### src/rtl/mem_stage.sv
// Memory pipeline stage: passes non-memory instructions straight to MEM/WB and
// runs a two-state handshake with data memory, aborting with a sticky error on timeout.
module mem_stage #(
  parameter int DMEM_TIMEOUT = 15
) (
  input  logic        clk,
  input  logic        rst,
  input  logic [15:0] alu_res,
  input  logic [15:0] ex_store_data,
  input  logic [2:0]  ex_op_dest,
  input  logic        ex_mem_write_en,
  input  logic        ex_wb_mux,
  input  logic        ex_wb_en,
  input  logic [3:0]  opcode_ex_mem,
  output logic        dmem_req,
  output logic        dmem_we,
  output logic [15:0] dmem_addr,
  output logic [15:0] dmem_wdata,
  input  logic [15:0] dmem_rdata,
  input  logic        dmem_ready,
  output logic [15:0] mem_wb_alu_res,
  output logic [15:0] mem_wb_read_data,
  output logic [2:0]  mem_wb_op_dest,
  output logic        mem_wb_wb_mux,
  output logic        mem_wb_wb_en,
  output logic [3:0]  opcode_mem_wb,
  output logic        mem_stall,
  output logic [15:0] frwd_res_mem,
  output logic        mem_err
);

  typedef enum logic {IDLE, BUSY} state_t;

  state_t     state;
  logic [7:0] busy_cnt;
  logic [2:0] lat_dest;
  logic       lat_wb_mux;
  logic       lat_wb_en;
  logic [3:0] lat_opcode;
  logic       access;
  logic       timeout_hit;

  assign access      = ex_mem_write_en | ex_wb_mux;
  // busy_cnt holds the number of BUSY cycles already spent before the current one
  assign timeout_hit = (state == BUSY) && !dmem_ready &&
                       (busy_cnt == 8'(DMEM_TIMEOUT - 1));

  always_comb begin
    mem_stall = 1'b0;
    if (!rst) begin
      if (state == IDLE) mem_stall = access;
      else               mem_stall = !dmem_ready && !timeout_hit;
    end
  end

  assign frwd_res_mem = mem_wb_wb_mux ? mem_wb_read_data : mem_wb_alu_res;

  always_ff @(posedge clk) begin
    if (rst) begin
      state            <= IDLE;
      busy_cnt         <= '0;
      dmem_req         <= 1'b0;
      dmem_we          <= 1'b0;
      dmem_addr        <= '0;
      dmem_wdata       <= '0;
      lat_dest         <= '0;
      lat_wb_mux       <= 1'b0;
      lat_wb_en        <= 1'b0;
      lat_opcode       <= '0;
      mem_wb_alu_res   <= '0;
      mem_wb_read_data <= '0;
      mem_wb_op_dest   <= '0;
      mem_wb_wb_mux    <= 1'b0;
      mem_wb_wb_en     <= 1'b0;
      opcode_mem_wb    <= '0;
      mem_err          <= 1'b0;
    end else begin
      case (state)
        IDLE: begin
          if (access) begin
            state            <= BUSY;
            busy_cnt         <= '0;
            dmem_req         <= 1'b1;
            dmem_we          <= ex_mem_write_en;
            dmem_addr        <= alu_res;
            dmem_wdata       <= ex_store_data;
            lat_dest         <= ex_op_dest;
            lat_wb_mux       <= ex_wb_mux;
            lat_wb_en        <= ex_wb_en;
            lat_opcode       <= opcode_ex_mem;
            mem_wb_alu_res   <= '0;
            mem_wb_read_data <= '0;
            mem_wb_op_dest   <= '0;
            mem_wb_wb_mux    <= 1'b0;
            mem_wb_wb_en     <= 1'b0;
            opcode_mem_wb    <= '0;
          end else begin
            mem_wb_alu_res   <= alu_res;
            mem_wb_read_data <= '0;
            mem_wb_op_dest   <= ex_op_dest;
            mem_wb_wb_mux    <= ex_wb_mux;
            mem_wb_wb_en     <= ex_wb_en;
            opcode_mem_wb    <= opcode_ex_mem;
          end
        end
        BUSY: begin
          if (dmem_ready || timeout_hit) begin
            // an abort keeps the latched control but never writes back
            state            <= IDLE;
            dmem_req         <= 1'b0;
            dmem_we          <= 1'b0;
            mem_wb_alu_res   <= dmem_addr;
            mem_wb_read_data <= (dmem_ready && lat_wb_mux) ? dmem_rdata : 16'h0000;
            mem_wb_op_dest   <= lat_dest;
            mem_wb_wb_mux    <= lat_wb_mux;
            mem_wb_wb_en     <= dmem_ready ? lat_wb_en : 1'b0;
            opcode_mem_wb    <= lat_opcode;
            if (!dmem_ready) mem_err <= 1'b1;
          end else begin
            busy_cnt         <= busy_cnt + 8'd1;
            mem_wb_alu_res   <= '0;
            mem_wb_read_data <= '0;
            mem_wb_op_dest   <= '0;
            mem_wb_wb_mux    <= 1'b0;
            mem_wb_wb_en     <= 1'b0;
            opcode_mem_wb    <= '0;
          end
        end
        default: state <= IDLE;
      endcase
    end
  end

endmodule

### config.mk
export PLATFORM = sky130hd
export DESIGN_NAME = mem_stage
export DESIGN_NICKNAME = d
export VERILOG_FILES = /design/src/rtl/mem_stage.sv
export SDC_FILE = /design/constraint.sdc
export NUM_CORES = 1
export LEC_CHECK = 0
export CAP_MARGIN = 20
export CORE_ASPECT_RATIO = 0.6
export CORE_MARGIN = 2
export CORE_UTILIZATION = 45
export DETAILED_ROUTE_END_ITERATION = 8
export PLACE_DENSITY = 0.86
export SETUP_SLACK_MARGIN = 0.1
export SYNTH_ARGS = -nofsm -noshare
export SYNTH_HDL_FRONTEND = slang
export SYNTH_SLANG_ARGS = --single-unit
### constraint.sdc
create_clock -name clk -period 3.9 [get_ports clk]
set_clock_uncertainty 0.15 [all_clocks]
set_input_delay 0.78 -clock clk [delete_from_list [all_inputs] [get_ports clk]]
set_output_delay 0.78 -clock clk [all_outputs]
set_load 0.01 [all_outputs]
==> reports/results.ini <==
[placed_design]
dp_hpwl_um = 7186
gp_congestion = 0.8574
dp_slack_ns = 0.4997
port-buffer-count = 153
dp.cells = 598

[clock_network]
postCtsSetupBuffers = 0
clk_path_buf_depth = 2
cts_num_sinks = 94
root_buffer = clkbuf_16
cts_tree = yes
htreeDepth = 3
cts.repair.resized = 0
clk_pin_slew_ns = 0.06
cts_buffers = 9
insertion_delay_ns = 0.34
postCtsHoldBufs = 0

[final_layout]
area_delta_synth_final_pct = 57.41
nets = 568
finalNonFillerCells = 614
drive_gt1_frac = 0.09804
utilization = 0.7379
num_antenna_cells = 0

[timing]
relSlewSlack = 0.4394
timing.final.ws_setup_ns = 0.4958
hold_violations = 0
fmaxAchievable_ghz = 0.2938
fin_crit_sh = 0.8729
tightest_slew_ns = 0.8397
finalSetupTns_ns = 0
min_period_ns = 3.404
drv_slew = 0
rsz0062_at_grt = false
setup_viol = 0

[setup_path]
r2r-start = state$_SDFF_PP0_
r2r-end = busy_cnt[0]$_SDFFE_PP0P_
crit_path_start_kind = input pin
cp.arrival_ns = 2.47
rr_worst_depth = 5
worst-path-max-fanout = 5
reg2reg_slack_ns = 1.74
cp.required_ns = 2.97
crit_type = input pin to primary output
endpoint_kind = primary output

[logic_synthesis]
synth_flop_cell = dfxtp_1
syn_inst = 357
yosys.area.top_type = dfxtp_1
synth.cell_area_um2 = 3435
synth.top_cells.by_area = dfxtp_1 (55%), nand2_1 (9.2%), a21oi_1 (6.7%)
syn_area_per_cell_um2 = 9.621
yosysSeqAreaShare = 0.5479
async_flop_share = 0
ys_seq_elements = 94
synth_nets = 420
yosysUniqueCellTypes = 39
ys_warn_count = 0
synthTopCellsByCount = dfxtp_1 (94), nand2_1 (84), a21oi_1 (46)
yosysTopAreaCellShare = 0.5479
synth_edf_count = 0
yosysMostFrequentCell = dfxtp_1

[floorplan]
dieArea_um2 = 8370
ioPinCount = 154
initial_core_util = 0.4688
core_um2 = 7327
row_count = 24
die_h_um = 71.67
die_w_um = 116.8

[power]
power_w = 0.002344
leakage_nw = 2.088
ir_drop_mv = 0.3131
power_density_nw_per_um2 = 433.6

[route]
wl_per_cell_um = 16.12
drc = 0
wl_um = 9899
avgViaCountPerCell = 5.080
vias = 3119
dr.pass1.iters = 4
ant_nets = 0
detail_route.iter0.violations = 183

[global_route]
grt_max_degree = 46
antenna_found_initial = 0
grt_usage = 0.2435
grt_overflow = 0
grt_first_pass_wirelength_um = 15630
grt_pass1_vias = 3069

[worst_hold_path]
hold_path.class = flip-flop to flip-flop
min-delay-start = lat_dest[2]$_SDFFE_PP0P_
whs_endpoint = lat_dest[2]$_SDFFE_PP0P_
holdPathStages = 2

[job]
max_cap_viol_count = 0

[status]
outcome = complete, no violations

sequential cells by signal, indices dropped and copies added (netlist names), 3 cells and up:
name and cells:
busy_cnt 8, mem_wb_alu_res 16, lat_opcode 4, mem_wb_op_dest 3
dmem_addr 16, mem_wb_read_data 16, lat_dest 3, opcode_mem_wb 4
dmem_wdata 16
stage by stage:
stage | cell area, um2 | hold slack, ns
CTS | 5406 | 0.3061
detailed placement | 5056 | 0.2992
global placement | 5056 | 0.2910
global route | 5406 | 0.3180
finish | 5406 | 0.3024
floorplan | 3435 | 0.2819
layer usage:
layer	wire [um]	share of wire	up-vias	global-route usage
met3	1133	0.11	13	0.09560
met2	4481	0.45	147	0.3969
met1	4159	0.42	1449	0.2995
met5	0	0	-	0
met4	124	0.013	0	0.07451
li1	-	-	1510	-
how the worst max path moves through the flow:
stage | start | to | slack, ns | cells after the start
after floorplan | dmem_ready | mem_stall | 1.59 | 3
after global placement | dmem_ready | mem_stall | 0.54 | 5
after detailed placement | dmem_ready | mem_stall | 0.50 | 5
after CTS | dmem_ready | mem_stall | 0.50 | 5
after global routing | dmem_ready | mem_stall | 0.43 | 5
final | dmem_ready | mem_stall | 0.50 | 5
critical path, cell delays in order:
cell	delay [ns]
clkdlybuf4s50_1	0.51
nand2b_1	0.25
a21o_1	0.23
a21oi_1	0.15
clkdlybuf4s50_1	0.56
cells by family (layout without fill, tap and decap cells):
group | count (synthesis) | count (layout) | synth area share
xor+xnor | 1 | 1 | 0.002551
compound gates | 85 | 85 | 0.1636
mux | 18 | 18 | 0.05902
buf+inv | 24 | 177 | 0.03351
simple gates | 133 | 133 | 0.1862
flops | 94 | 94 | 0.5479
fa+ha+maj | 2 | 2 | 0.007285
report_power, final:
group | internal [W] | switching, W
Clock | 0.000662 | 0.000345
Combinational | 0.000166 | 0.000137
Sequential | 0.00101 | 0.0000291
cell type report:
class	instances	area, um2
sequential	94	1882
fill	532	1921
multi-input combinational	239	1465
clock buffer	13	260.3
tap	104	130.1
timing repair buffer	159	1572
inverter	2	7.507
clock inverter	3	90.09
cell usage in the layout, fill, tap and decap left out, types with 6 or more instances in the layout:
cell type        Yosys  routed
clkdlybuf4s50_1      0     152
dfxtp_1             94      94
nand2_1             84      84
a21oi_1             46      46
a22o_1              23      23
mux2_2              18      18
and2_1              18      18
clkbuf_16            0       9
nor2_1               9       8
buf_4                0       6
Power figures use the tool's default switching activity.
